[src/rtl/coin_vend_ctrl_if.sv]
// Coin vending controller signal bundle.
// Groups the coin-detect inputs, purchase/refund requests and all registered
// controller outputs.
//   slave  : the controller (consumes coins/requests, drives credit/pulses)
//   master : the coin sensor / front panel side (drives coins/requests)
interface coin_vend_ctrl_if;
  logic       penny;
  logic       nickel;
  logic       dime;
  logic       quarter;
  logic       select;
  logic       cancel;
  logic [7:0] credit;
  logic       dispense;
  logic       ret_quarter;
  logic       ret_dime;
  logic       ret_nickel;
  logic       ret_penny;
  logic       reject;
  logic       busy;

  modport slave (
    input  penny, nickel, dime, quarter, select, cancel,
    output credit, dispense, ret_quarter, ret_dime, ret_nickel, ret_penny,
           reject, busy
  );

  modport master (
    output penny, nickel, dime, quarter, select, cancel,
    input  credit, dispense, ret_quarter, ret_dime, ret_nickel, ret_penny,
           reject, busy
  );
endinterface

[src/rtl/coin_vend_ctrl.sv]
// Coin vending controller.
// Accumulates credit from one-cycle coin pulses, vends an item when the
// credit covers PRICE, and pays out change / refunds one coin per cycle
// using the largest denomination that fits.
// Ports:
//   clk   : sole clock, rising edge
//   reset : asynchronous active-low reset
//   bus   : coin_vend_ctrl_if.slave
//           in : penny, nickel, dime, quarter, select, cancel
//           out: credit[7:0], dispense, ret_quarter/dime/nickel/penny,
//                reject, busy
//
// state  | meaning
// IDLE   | accepting coins, select and cancel
// VEND   | one cycle, dispense high, PRICE already deducted
// CHANGE | paying out remaining credit, one coin per cycle
module coin_vend_ctrl #(
  parameter int unsigned PRICE = 65
) (
  input  logic              clk,
  input  logic              reset,
  coin_vend_ctrl_if.slave   bus
);

  localparam logic [1:0] IDLE   = 2'd0;
  localparam logic [1:0] VEND   = 2'd1;
  localparam logic [1:0] CHANGE = 2'd2;

  localparam logic [7:0] PRICE_C = 8'(PRICE);

  logic [1:0] state, state_nxt;
  logic [7:0] credit, credit_nxt;
  logic       dispense, dispense_nxt;
  logic [3:0] ret, ret_nxt;          // {quarter, dime, nickel, penny}
  logic       reject, reject_nxt;

  logic [8:0] coin_sum;
  logic [8:0] credit_sum;
  logic       any_coin;

  assign coin_sum = (bus.quarter ? 9'd25 : 9'd0)
                  + (bus.dime    ? 9'd10 : 9'd0)
                  + (bus.nickel  ? 9'd5  : 9'd0)
                  + (bus.penny   ? 9'd1  : 9'd0);
  assign any_coin   = bus.quarter | bus.dime | bus.nickel | bus.penny;
  // Worst case 255 + 41 fits in 9 bits, so bit 8 flags overflow.
  assign credit_sum = {1'b0, credit} + coin_sum;

  always_comb begin
    state_nxt    = state;
    credit_nxt   = credit;
    dispense_nxt = 1'b0;
    ret_nxt      = 4'b0000;
    reject_nxt   = 1'b0;
    case (state)
      IDLE: begin
        if (bus.cancel && credit != 8'd0) begin
          // Refund pays out exactly the credit seen here, so same-cycle coins
          // cannot be added.
          state_nxt  = CHANGE;
          reject_nxt = any_coin;
        end else if (bus.select && credit >= PRICE_C) begin
          state_nxt    = VEND;
          credit_nxt   = credit - PRICE_C;
          dispense_nxt = 1'b1;
          reject_nxt   = any_coin;
        end else if (any_coin) begin
          if (credit_sum[8]) begin
            reject_nxt = 1'b1;
          end else begin
            credit_nxt = credit_sum[7:0];
          end
        end
      end
      VEND: begin
        reject_nxt = any_coin;
        state_nxt  = (credit != 8'd0) ? CHANGE : IDLE;
      end
      CHANGE: begin
        reject_nxt = any_coin;
        if (credit >= 8'd25) begin
          ret_nxt    = 4'b1000;
          credit_nxt = credit - 8'd25;
        end else if (credit >= 8'd10) begin
          ret_nxt    = 4'b0100;
          credit_nxt = credit - 8'd10;
        end else if (credit >= 8'd5) begin
          ret_nxt    = 4'b0010;
          credit_nxt = credit - 8'd5;
        end else if (credit != 8'd0) begin
          ret_nxt    = 4'b0001;
          credit_nxt = credit - 8'd1;
        end
        if (credit_nxt == 8'd0) begin
          state_nxt = IDLE;
        end
      end
      default: begin
        state_nxt = IDLE;
      end
    endcase
  end

  always_ff @(posedge clk or negedge reset) begin
    if (!reset) begin
      state    <= IDLE;
      credit   <= 8'd0;
      dispense <= 1'b0;
      ret      <= 4'b0000;
      reject   <= 1'b0;
    end else begin
      state    <= state_nxt;
      credit   <= credit_nxt;
      dispense <= dispense_nxt;
      ret      <= ret_nxt;
      reject   <= reject_nxt;
    end
  end

  assign bus.credit      = credit;
  assign bus.dispense    = dispense;
  assign bus.ret_quarter = ret[3];
  assign bus.ret_dime    = ret[2];
  assign bus.ret_nickel  = ret[1];
  assign bus.ret_penny   = ret[0];
  assign bus.reject      = reject;
  assign bus.busy        = (state != IDLE);

endmodule

[src/flat_wrapper.sv]
// flat-port wrapper written by rule: the top's interface ports become plain ports
module coin_vend_ctrl_flat 
#(
  parameter int unsigned PRICE = 65
)
  (clk, reset, bus_penny, bus_nickel, bus_dime, bus_quarter, bus_select, bus_cancel, bus_credit, bus_dispense, bus_ret_quarter, bus_ret_dime, bus_ret_nickel, bus_ret_penny, bus_reject, bus_busy);
  coin_vend_ctrl_if bus_i ();
  input  logic clk;
  input  logic reset;
  input wire logic [$bits(bus_i.penny)-1:0] bus_penny;
  input wire logic [$bits(bus_i.nickel)-1:0] bus_nickel;
  input wire logic [$bits(bus_i.dime)-1:0] bus_dime;
  input wire logic [$bits(bus_i.quarter)-1:0] bus_quarter;
  input wire logic [$bits(bus_i.select)-1:0] bus_select;
  input wire logic [$bits(bus_i.cancel)-1:0] bus_cancel;
  output wire logic [$bits(bus_i.credit)-1:0] bus_credit;
  output wire logic [$bits(bus_i.dispense)-1:0] bus_dispense;
  output wire logic [$bits(bus_i.ret_quarter)-1:0] bus_ret_quarter;
  output wire logic [$bits(bus_i.ret_dime)-1:0] bus_ret_dime;
  output wire logic [$bits(bus_i.ret_nickel)-1:0] bus_ret_nickel;
  output wire logic [$bits(bus_i.ret_penny)-1:0] bus_ret_penny;
  output wire logic [$bits(bus_i.reject)-1:0] bus_reject;
  output wire logic [$bits(bus_i.busy)-1:0] bus_busy;
  assign bus_i.penny = bus_penny;
  assign bus_i.nickel = bus_nickel;
  assign bus_i.dime = bus_dime;
  assign bus_i.quarter = bus_quarter;
  assign bus_i.select = bus_select;
  assign bus_i.cancel = bus_cancel;
  assign bus_credit = bus_i.credit;
  assign bus_dispense = bus_i.dispense;
  assign bus_ret_quarter = bus_i.ret_quarter;
  assign bus_ret_dime = bus_i.ret_dime;
  assign bus_ret_nickel = bus_i.ret_nickel;
  assign bus_ret_penny = bus_i.ret_penny;
  assign bus_reject = bus_i.reject;
  assign bus_busy = bus_i.busy;
  coin_vend_ctrl #(.PRICE(PRICE)) u_core (.clk(clk), .reset(reset), .bus(bus_i));
endmodule
[config.mk]
export PLATFORM = sky130hd
export DESIGN_NAME = coin_vend_ctrl_flat
export DESIGN_NICKNAME = d
export VERILOG_FILES = /design/src/rtl/coin_vend_ctrl_if.sv /design/src/rtl/coin_vend_ctrl.sv /design/src/flat_wrapper.sv
export SDC_FILE = /design/constraint.sdc
export NUM_CORES = 1
export LEC_CHECK = 0
export ABC_CLOCK_PERIOD_IN_PS = 3500
export BUFFER_PORTS_ARGS = -buffer_cell sky130_fd_sc_hd__clkbuf_2
export CORE_UTILIZATION = 45
export CTS_CLUSTER_DIAMETER = 150
export DETAILED_ROUTE_END_ITERATION = 7
export PLACE_DENSITY = 0.63
export SLEW_MARGIN = 20
export SYNTH_ARGS = -nofsm -noshare
export SYNTH_HDL_FRONTEND = slang
export SYNTH_SLANG_ARGS = --single-unit
[constraint.sdc]
create_clock -name clk -period 3.5 [get_ports clk]
set_clock_uncertainty 0.2 [all_clocks]
set_input_delay 0.7 -clock clk [delete_from_list [all_inputs] [get_ports clk]]
set_output_delay 0.7 -clock clk [all_outputs]
set_load 0.02 [all_outputs]
Word level (Yosys, flattened, before mapping):

Cells that the tools add are included.

* register bits: 16
* bits of input ports: 8
* output and inout bits: 15
* word-level logic and storage cells: 70

* add/subtract/negate cells: 9
* $lt $le $gt $ge: 4
* equal/unequal tests: 7
* muxes and demuxes: 32
* bitwise gates (word level): 3
* reductions and logical operators: 10

Operators with widths (count)
* 8-bit 2-to-1 mux: 9
* 9-bit adder: 3
* 4-bit 2-to-1 mux: 5
* 8-bit case mux with 2 select lines: 1
* 8-bit by 9-bit adder with 9-bit output: 1
* 1-bit 2-to-1 mux: 9
* 8-bit by 3-bit greater-or-equal comparator with 1-bit output (second input constant): 1
* 8-bit by 4-bit greater-or-equal comparator with 1-bit output (second input constant): 1
* 8-bit by 5-bit greater-or-equal comparator with 1-bit output (second input constant): 1
* 8-bit by 7-bit greater-or-equal comparator with 1-bit output (second input constant): 1
* 8-bit zero test: 1
* 2-bit 2-to-1 mux: 4
* 8-bit nonzero test: 1
* 8-bit by 1-bit subtractor with 8-bit output (second input constant): 1
* 8-bit by 3-bit subtractor with 8-bit output (second input constant): 1
* 8-bit by 4-bit subtractor with 8-bit output (second input constant): 1
* 8-bit by 5-bit subtractor with 8-bit output (second input constant): 1
* 8-bit by 7-bit subtractor with 8-bit output (second input constant): 1
* 3-bit by 1-bit != test with 1-bit output (second input constant): 2
* 2-bit case mux with 3 select lines: 1
* 5-bit 2-to-1 mux: 1
* 4-bit AND reduction: 1
* 2-bit nonzero test: 2
* 3-bit 2-to-1 mux: 1
* other kinds (11): 14

Depth between registers and ports, before layout:

Gate-level depths: netlist of run 1.

* word-level depth: 10
* depth in mapped cells: 12

Least setup slack after synthesis of run 1:

OpenSTA, ideal clock, no wires.

* path type: input -> register
* start point: input bus_quarter
* end point: register u_core.credit[7] (netlist: u_core.bus.credit[7])
* library setup time: 127 ps
* data arrival time: 3038 ps
* slack: 136 ps
* stages: 10
* buffers on the path: 1
* cells stage by stage: fa_1 > ha_1 > fa_1 > a21o_1 > a21oi_1 > o21bai_1 > a21oi_1 > o32ai_1 > buf_2 > o2bb2a_1

* longest elaborated chain between the ends: 10

RTL lines
* start: declaration: RTL line flat_wrapper.sv:13 `input wire logic [$bits(bus_i.quarter)-1:0] bus_quarter;`
* 5-bit 2-to-1 mux: RTL line coin_vend_ctrl.sv:41 `assign coin_sum = (bus.quarter ? 9'd25 : 9'd0)`
* 9-bit adder: RTL line coin_vend_ctrl.sv:42 `+ (bus.dime ? 9'd10 : 9'd0)`
* 9-bit adder: RTL line coin_vend_ctrl.sv:43 `+ (bus.nickel ? 9'd5 : 9'd0)`
* 9-bit adder: RTL line coin_vend_ctrl.sv:44 `+ (bus.penny ? 9'd1 : 9'd0);`
* 8-bit by 9-bit adder with 9-bit output: RTL line coin_vend_ctrl.sv:47 `assign credit_sum = {1'b0, credit} + coin_sum;`
* 8-bit 2-to-1 mux: RTL line coin_vend_ctrl.sv:68 `if (credit_sum[8]) begin`
* 8-bit 2-to-1 mux: RTL line coin_vend_ctrl.sv:67 `end else if (any_coin) begin`
* 8-bit 2-to-1 mux: RTL line coin_vend_ctrl.sv:62 `end else if (bus.select && credit >= PRICE_C) begin`
* 8-bit 2-to-1 mux: RTL line coin_vend_ctrl.sv:57 `if (bus.cancel && credit != 8'd0) begin`
* 8-bit case mux with 2 select lines: RTL line coin_vend_ctrl.sv:55 `case (state)`
* end signal: assignment: RTL line coin_vend_ctrl.sv:113 `credit <= credit_nxt;`
* end: declaration: RTL line coin_vend_ctrl.sv:32 `logic [7:0] credit, credit_nxt;`

Parallel ways exist; a longest one is shown, timed or not. The select of a mux whose other input is x is not followed.
A chain may end at the register's enable or synchronous reset.

Worst setup path after layout of run 1:

* start point: input bus_quarter
* end point: register u_core.credit[0] (netlist: u_core.bus.credit[0])

The elaborated chain is that of the path after synthesis.

==> results of run 1 <==
-- power groups by stage --
stage	registers [W]	logic, W	clock network, W
global route	0.000410	0.00221	0.000181
CTS	0.000390	0.00196	0.000174
global placement	0.000391	0.00192	0
detailed placement	0.000395	0.00193	0
floorplan	0.000413	0.00133	0
finish	0.000392	0.00200	0.000175
-- layer usage --
metal	wire [um]	GRT usage, %	vias to the layer above
met1	2630	39.4	955
li1	-	-	970
met2	2630	44.5	71
met4	46	5.99	0
met3	363	1.83	5
met5	0	0	-
-- path summary, 6_finish.rpt --
kind,slack (ns),endpoint
min in group clk,0.41,u_core.bus.reject$_DFF_PN0_
max,0.18,u_core.bus.credit[0]$_DFFE_PN0P_
min reg2reg,0.41,u_core.bus.reject$_DFF_PN0_
max reg2reg,0.25,u_core.bus.credit[0]$_DFFE_PN0P_
max in group asynchronous,2.61,u_core.bus.credit[0]$_DFFE_PN0P_
min,0.17,u_core.bus.credit[6]$_DFFE_PN0P_
-- sequential cells by signal, indices dropped and copies added (netlist names) --
name                 flops
u_core.ret               4
u_core.bus.dispense      1
u_core.bus.reject        1
u_core.bus.credit        8
u_core.state             2
-- worst max-delay path: cells and delay by family --
kind                       cells  cell delay (ns)
AOI/OAI and AO/OA              7             1.34
adders and majority gates      3             1.07
buffers and inverters          1             0.11
-- area by class of cell --
type / instances / area, um^2 / share of cell area, %
inverters: 17 / 63.8 / 2.76
clock buffers: 4 / 55.1 / 2.38
flip-flops and latches: 16 / 400 / 17.3
well taps: 50 / 62.6 / 2.70
repair buffers: 44 / 275 / 11.9
multi-input cells: 195 / 1460 / 63.0
-- cell usage in the layout (no fill, tap or decap), types with 5 or more instances in the layout --
cell type                  netlist  routed
sky130_fd_sc_hd__a21oi_1        15      14
sky130_fd_sc_hd__clkbuf_2        0      22
sky130_fd_sc_hd__inv_1          15      15
sky130_fd_sc_hd__dfrtp_1        16      16
sky130_fd_sc_hd__xnor2_1         5       5
sky130_fd_sc_hd__a31oi_1         5       5
sky130_fd_sc_hd__ha_1           21      21
sky130_fd_sc_hd__a21o_1          6       6
sky130_fd_sc_hd__a211oi_1        9       9
sky130_fd_sc_hd__o21ai_0        11      10
sky130_fd_sc_hd__nand2_1        17      17
sky130_fd_sc_hd__buf_4           0      22
sky130_fd_sc_hd__nor2_1         22      22
-- repair_timing --
item / 4_1_cts / 5_1_grt
resized for setup: 1 / 3
pin swaps: 0 / 1
setup endpoints to repair: 2 / 5
gates cloned: 0 / 0
-- cells by family (layout without fill, tap and decap cells) --
kind of cell | after synthesis | after routing
buffers and inverters | 29 | 65
adders and majority gates | 24 | 24
AOI/OAI and AO/OA | 93 | 93
and+or+nand+nor | 72 | 72
DFF | 16 | 16
xor gates and xnor gates | 6 | 6
-- through the flow --
step	utilization [%]	hold slack (ns)	cell area, um^2	total power [W]	cells
after CTS	56.4	0.193	2300	0.00252	326
after global placement	54.7	0.412	2240	0.00231	322
after global routing	56.6	0.215	2310	0.00280	326
after floorplan	-	0.204	1960	0.00175	240
final	56.6	0.173	2310	0.00256	326
after detailed placement	54.7	0.413	2240	0.00232	322
==> results.md, run 1 <==
- In this run the worst path has a maximum fanout of 15.
- The netlist uses 60 different library cells.
- The number of vias after detailed routing is between 2,000 and 2,500.
- Global routing used between 20% and 30% of the available tracks across all layers.
- Yosys attributes the largest share of cell area to sky130_fd_sc_hd__dfrtp_1 20%, sky130_fd_sc_hd__ha_1 13%, sky130_fd_sc_hd__nor2_1 4.2%, sky130_fd_sc_hd__a21oi_1 3.8%, sky130_fd_sc_hd__a211oi_1 3.4%.
- The number of hold violations in the final report is 0.
- The synthesized netlist devotes between 30% and 40% of its cell area to compound gates.
- During synthesis, Yosys emitted a total of 0 warnings.
- In this design, the stage delay of the slowest critical-path cell is ~0.45 ns.
- The post-layout net count is 309.
- The max-slew violation count is 0.
- In this run the worst hold path is classified as input port to async pin.
- In this run the count of I/O pins placed on the die edge is 23.
- The reg-to-reg startpoint is u_core.bus.credit[0]$_DFFE_PN0P_.
- The wire length of the first global-routing pass is between 9 and 10 mm.
- Setup repair after global routing left no endpoint under its margin.
- After clock tree synthesis, the setup repair step added 0 buffers.
- The area added between synthesis and finish is 18.1%.
- The net switching power is between 0.001 and 0.0015 W.
- The layout has between 300 and 400 filler cells.
- The count of TritonRoute iterations in the first routing pass is 4.
- After Yosys synthesis, XOR and XNOR cells account for under 10% of the synthesized area.
- The antenna diode count is 0.
- The clock insertion delay at the later pin of the skew report is about 0.26 ns.
- Net switching is a little over half of the power.
- The detailed router finished its first iteration with between 200 and 300 violations.
- The post-cts hold buffer count is 0.
- The data arrival time of the critical path is about 3.2 ns.
- The core outline area is a little over 0.004 mm^2.
- The post-synthesis adder-cell area fraction is 16.5%.
- The weighted congestion at the end of routability-driven global placement is a little under 0.9.
- Yosys mapped a number of flops with a built-in enable equal to 0.
- The total of max-cap violations is 0.
- The minimum clock period is 3.32 ns.
- The slew at the pin closest to its max-slew limit is about 0.66 ns.
- The global route total overflow is 0.
- The maximum number of buffers from clock root to sink is 2.
- The most numerous cell in the Yosys netlist is sky130_fd_sc_hd__nor2_1.
- Of all flip-flops after synthesis, the portion carrying an async set or reset was 100%.
- The critical path is of the input port to flop type.
- The CTS sink count is 16.
- The clock slew seen by the registers of the worst setup and hold paths is roughly 0.080 ns.
- The final critical-path setup slack is 0.179 ns.
- The flip-flop and latch count after synthesis is 16.
- The tree is rooted in a sky130_fd_sc_hd__clkbuf_8.
- The timing-limited maximum frequency is ~0.3 GHz.
- Sequential cells burn between 15 and 20% of the power.
- The count of endpoints failing setup in the final report is 0.
- TritonCTS built the clock tree.
- Among the stages of the critical path, the cell type that occurs most often is sky130_fd_sc_hd__fa_1.
- The maximum vdd drop is between 0.0004 and 0.0005 V.
- The number of nets produced by synthesis is roughly 270.
- The total clock buffers created by CTS is 3.
- The simple-gate area share of the yosys netlist is between 10% and 20%.
- The initial antenna violation count is 0.
- The initial utilization of the core area, before any placement, comes to ~48%.
- The worst-case setup slack after placement is -0.338 ns.
- The gate count after technology mapping is 240.
- The die extent in y is between 60 and 70 um.
- Of the available clock period, the critical path in the final layout requires between 90 and 100%.
- In the routed design, unresolved DRC markers number 0.
- The mean instance size in the synthesized netlist is roughly 8 um^2.
- The setup TNS after final layout is 0 ns.
- The number of cells on the worst reg-to-reg path is 10.
- The flow ran to the end, and the final reports show no timing, DRC or antenna violations.
- The cell area that synthesis handed to floorplanning was 0.00196 mm^2.
- Dividing total power by cell area gives a power density of between 1000 and 1500 mW/mm^2.
- The area fraction of the dominant cell type after synthesis is approximately a fifth.
- The worst max-slew margin expressed relative to the limit is between 50 and 60%.
- The sequential fraction of the synthesis area is 20.4%.
- The worst setup path is launched from an input port.
- The slowest library cell on the worst path is sky130_fd_sc_hd__fa_1.
- In the final routed layout, each cell accounts on average for roughly 17 um.
- The count of buffers from port buffering is 22.
- In the final layout, the share of cells above drive strength 1 is between 20% and 30%.
- The biggest area contributor in the post-synthesis netlist is sky130_fd_sc_hd__dfrtp_1.
- The via-per-instance ratio is about 6.1.
- The critical path launch point is bus_quarter.
- The element type at the critical path end is a flop.
- The combinational group share of total power is ~78%.
- The clock group share of total power is between 6 and 7%.
- The floorplan die area is between 0.004 and 0.005 mm^2.
- The analysis attributes to cell leakage a power of 1.06 nW.
- The floorplan has 23 rows.
- The total wire length after detailed routing is 5.67 mm.
- The deepest level of the CTS H-tree is 1.
- After synthesis, the largest family of logic cells by area is compound AO/OA/AOI/OAI gates.
- The remaining antenna violation count after routing is 0.
- The width of the die is about 68 um.
- Among all flip-flop cells after synthesis, the most frequent one is sky130_fd_sc_hd__dfrtp_1.
- The internal portion of the total power is roughly 0.0012 W.
- Walking the worst path, the cells encountered are clkbuf_2 > fa_1 > ha_1 > fa_1 > a21o_1 > a21oi_1 > o21bai_1 > a21oi_2 > o32ai_4 > a211oi_1 > a221oi_2.
- Measured against the total synthesized area, the mux share comes to 0%.
- The required time of the critical path is around 3.4 ns.
- The pin count of the biggest net entering global routing is 18.
- The via count of the first global-routing pass is about 1,900.
- The commonest cells after synthesis are 22 x sky130_fd_sc_hd__nor2_1, 21 x sky130_fd_sc_hd__ha_1, 17 x sky130_fd_sc_hd__nand2_1, 16 x sky130_fd_sc_hd__dfrtp_1.
- The HPWL after detailed placement is 4.33 mm.
No activity file was read; power rests on OpenSTA's default activity.
==> inputs of run 2 (changes only) <==
--- a/config.mk
+++ b/config.mk
@@ -5,8 +5,9 @@
 export SDC_FILE = /design/constraint.sdc
 export NUM_CORES = 1
 export LEC_CHECK = 0
-export ABC_CLOCK_PERIOD_IN_PS = 3500
+export ABC_CLOCK_PERIOD_IN_PS = 3130
 export BUFFER_PORTS_ARGS = -buffer_cell sky130_fd_sc_hd__clkbuf_2
+export CORE_MARGIN = 2
 export CORE_UTILIZATION = 45
 export CTS_CLUSTER_DIAMETER = 150
 export DETAILED_ROUTE_END_ITERATION = 7
==> constraint.sdc (replaced) <==
create_clock -name clk -period 3.13 [get_ports clk]
set_clock_uncertainty 0.2 [all_clocks]
set_input_delay 0.626 -clock clk [delete_from_list [all_inputs] [get_ports clk]]
set_output_delay 0.626 -clock clk [all_outputs]
set_load 0.02 [all_outputs]
==> run 2 against run 1 <==
  * Final area is 9.6% higher
  * Sequential power grew 8.4%
  * Clock power down 8%
  * Sequential share of layout area is 1.5 points lower
==> results.md, run 2 (synthesis gave the netlist of run 1 again) <==
- The run finished with clean final reports.
- The worst max-slew margin expressed relative to the limit is between 60 and 70%.
- Internal power comes to about 0.0015 W.
- The element type at the critical path end is a flop.
- The clock network is responsible for 5.1% of the overall power.
- At the pin with the least slew margin, the transition time is between 0.4 and 0.5 ns.
- The clock insertion delay at the later pin of the skew report is 0.25 ns.
- The net switching power is ~0.0017 W.
- From synthesis to final layout, the design area changed by 29.4%.
- The CTS sink count is 16.
- The number of hold violations in the final report is 0.
- The smallest clock period supported by the final layout is computed as 3.08 ns.
- After filler insertion, the fill cell instance count of the layout stands at roughly 380.
- Timing would allow up to between 0.3 and 0.4 GHz.
- In this run the deepest clock path goes through 2 buffers.
- The via-per-instance ratio is 6.17.
- The flip-flop count of the largest register, all copies and words added is 8.
- The HPWL after detailed placement is between 4 and 5 mm.
- The most common cell after layout, fill and taps aside is sky130_fd_sc_hd__buf_4.
- Across every metal layer, demand over resource in global routing totals between 20% and 30%.
- The overall power consumption is 0.00318 W.
- Of the cells placed in the final design, the portion with a size suffix greater than 1 is 31.0%.
- The count of TritonRoute iterations in the first routing pass is 5.
- STA puts the critical path data arrival time at roughly 3.0 ns.
- The via count of the first global-routing pass is about 2,000.
- In this run the critical register-to-register path is launched from u_core.bus.credit[0]$_DFFE_PN0P_.
- Measured along the y axis, the die boundary spans approximately 70 um.
- The total of max-cap violations is 0.
- The wire length per cell is about 17 um.
- The post-layout net count is around 330.
- The switching share of total power is between 50% and 60%.
- In this run, post-CTS hold repair placed 0 buffers.
- In the final layout, the registers with the most flip-flops are u_core.bus.credit x8, u_core.ret x4, u_core.state x2.
- The routed design has just over 6 mm of wire.
- In the routed design, unresolved DRC markers number 0.
- The class of the tightest hold or removal check is input port to async pin.
- The CTS tree is done.
- The path type of the worst setup path is input port to flop.
- Setup repair after global routing could not meet its margin everywhere.
- The number of top-level pins is 23.
- The detailed router placed 2,142 vias in this run.
- For this configuration, the core starts out at a cell density of a little under half.
- The width of the die is around 70 um.
- At the worst endpoint, the required time is ~3.1 ns.
- The first global-routing pass estimated between 9 and 10 mm of wire.
- The analysis attributes to cell leakage a power of approximately 1.2 nW.
- The weighted congestion at the end of routability-driven global placement is roughly 0.99.
- The standard-cell row count is 23.
- In this run, flip-flops and latches consume a little over an eighth of the power.
- In this run the remaining antenna-violating nets after routing total 0.
- TritonCTS created 3 clock buffers.
- VDD sags by at most between 0.0006 and 0.0007 V.
- The register bank with the most flops is u_core.bus.credit.
- Power spread over the standard cell area amounts to 1250 mW/mm^2.
- Hold timing on the final database bottoms out at a slack of 0.105 ns.
- The floorplan die area is 0.00490 mm^2.
- The count of endpoints failing setup in the final report is 0.
- In this run the tool buffered the top-level ports with 22 buffer cells.
- The clock root buffer is sky130_fd_sc_hd__clkbuf_8.
- The largest fanout on the critical path is 7.
- CTS built an H-tree with a depth of 1.
- Setup slack on the worst reg-to-reg path comes out at between 0.1 and 0.15 ns.
- The global route total overflow is 0.
- The core outline area is just over 0.004 mm^2.
- The number of cells on the worst reg-to-reg path is 9.
- The clock slew seen by the registers of the worst setup and hold paths is 0.07 ns.
- The initial antenna violation count is 0.
- In the layout the commonest cells are 43 x sky130_fd_sc_hd__buf_4, 22 x sky130_fd_sc_hd__nor2_1, 21 x sky130_fd_sc_hd__clkbuf_2, 20 x sky130_fd_sc_hd__ha_1, 17 x sky130_fd_sc_hd__nand2_1.
- The combinational group share of total power is between 80 and 90%.
- The antenna diode count is 0.
- The worst register-to-register path ends at u_core.state[1]$_DFFE_PN0P_.
- The max-slew violation count is 0.
- The violation count after the first detailed-route iteration is about 250.
- The final clock period utilization by the worst path is between 90 and 100%.
- Entering global routing, the biggest net connects 18 pins.
- STA classifies the critical path startpoint as an input port.
[run 2: cell types whose count changed in the layout (fill, tap and decap cells not counted), sizes merged]
| cell | change |
|---|---|
| o32ai | +1 |
| clkbuf | -2 |
| buf | +22 |
[run 2: timing repair]
action                                 4_1_cts  5_1_grt
setup endpoints to repair                    0        8
endpoints found under the hold margin        0        0
gates resized for setup                      0       15
buffers inserted                             0        2
[run 2: per-stage QoR]
stage / setup slack [ns] / setup TNS, ns / util [%] / cells / area, um^2
final: 0.0454 / 0 / 62.1 / 347 / 2540
after global routing: -0.0323 / -0.0644 / 62.1 / 347 / 2540
after CTS: 0.0288 / 0 / 59.8 / 344 / 2440
after detailed placement: -0.192 / -1.22 / 58.8 / 341 / 2400
after global placement: -0.144 / -0.883 / 58.8 / 341 / 2400
after floorplan: 0.0122 / 0 / - / 240 / 1990
[run 2: worst max-delay path by stage]
stage,to,startpoint,slack [ns],depth (start not counted)
floorplan,u_core.bus.credit[7]$_DFFE_PN0P_,bus_quarter,0.01,10
global placement,u_core.bus.credit[6]$_DFFE_PN0P_,bus_quarter,-0.14,12
detailed placement,u_core.bus.credit[6]$_DFFE_PN0P_,bus_quarter,-0.19,12
CTS,u_core.state[1]$_DFFE_PN0P_,u_core.bus.credit[0]$_DFFE_PN0P_,0.03,9
global route,u_core.bus.credit[7]$_DFFE_PN0P_,bus_nickel,-0.03,12
finish,u_core.bus.credit[7]$_DFFE_PN0P_,bus_nickel,0.05,12
[run 2: worst max-delay path: stages]
cell and delay, ns:
sky130_fd_sc_hd__buf_6 0.10, sky130_fd_sc_hd__fa_1 0.54, sky130_fd_sc_hd__ha_2 0.19, sky130_fd_sc_hd__fa_2 0.20, sky130_fd_sc_hd__a21o_1 0.13, sky130_fd_sc_hd__a21oi_2 0.06, sky130_fd_sc_hd__o21bai_1 0.15, sky130_fd_sc_hd__a21oi_2 0.08
sky130_fd_sc_hd__buf_4 0.15, sky130_fd_sc_hd__o32ai_4 0.41, sky130_fd_sc_hd__o21bai_1 0.18, sky130_fd_sc_hd__o2bb2a_2 0.22
[run 2: final cells by class]
type                       instances  area [um^2]  share of cell area (%)
multi-input combinational        196         1530                    60.2
timing repair buffer              65          439                    17.3
sequential                        16          402                    15.8
inverter                          17         63.8                    2.52
tap                               50         62.6                    2.47
clock buffer                       3         41.3                    1.63
[run 2: power by group through the flow]
stage / Sequential [W] / Combinational [W] / Clock (W)
after floorplan: 0.000462 / 0.00155 / 0
after global placement: 0.000421 / 0.00240 / 0
after detailed placement: 0.000421 / 0.00241 / 0
after CTS: 0.000416 / 0.00242 / 0.000166
after global routing: 0.000439 / 0.00282 / 0.000176
final: 0.000425 / 0.00260 / 0.000161
[run 2: routing by layer]
layer / up-vias / share of wire (%) / GRT usage, %
met5: - / 0 / 0
met2: 102 / 47 / 41.0
met1: 1009 / 45 / 35.7
met4: 0 / 0.66 / 4.91
met3: 4 / 6.7 / 1.59
li1: 1027 / - / -
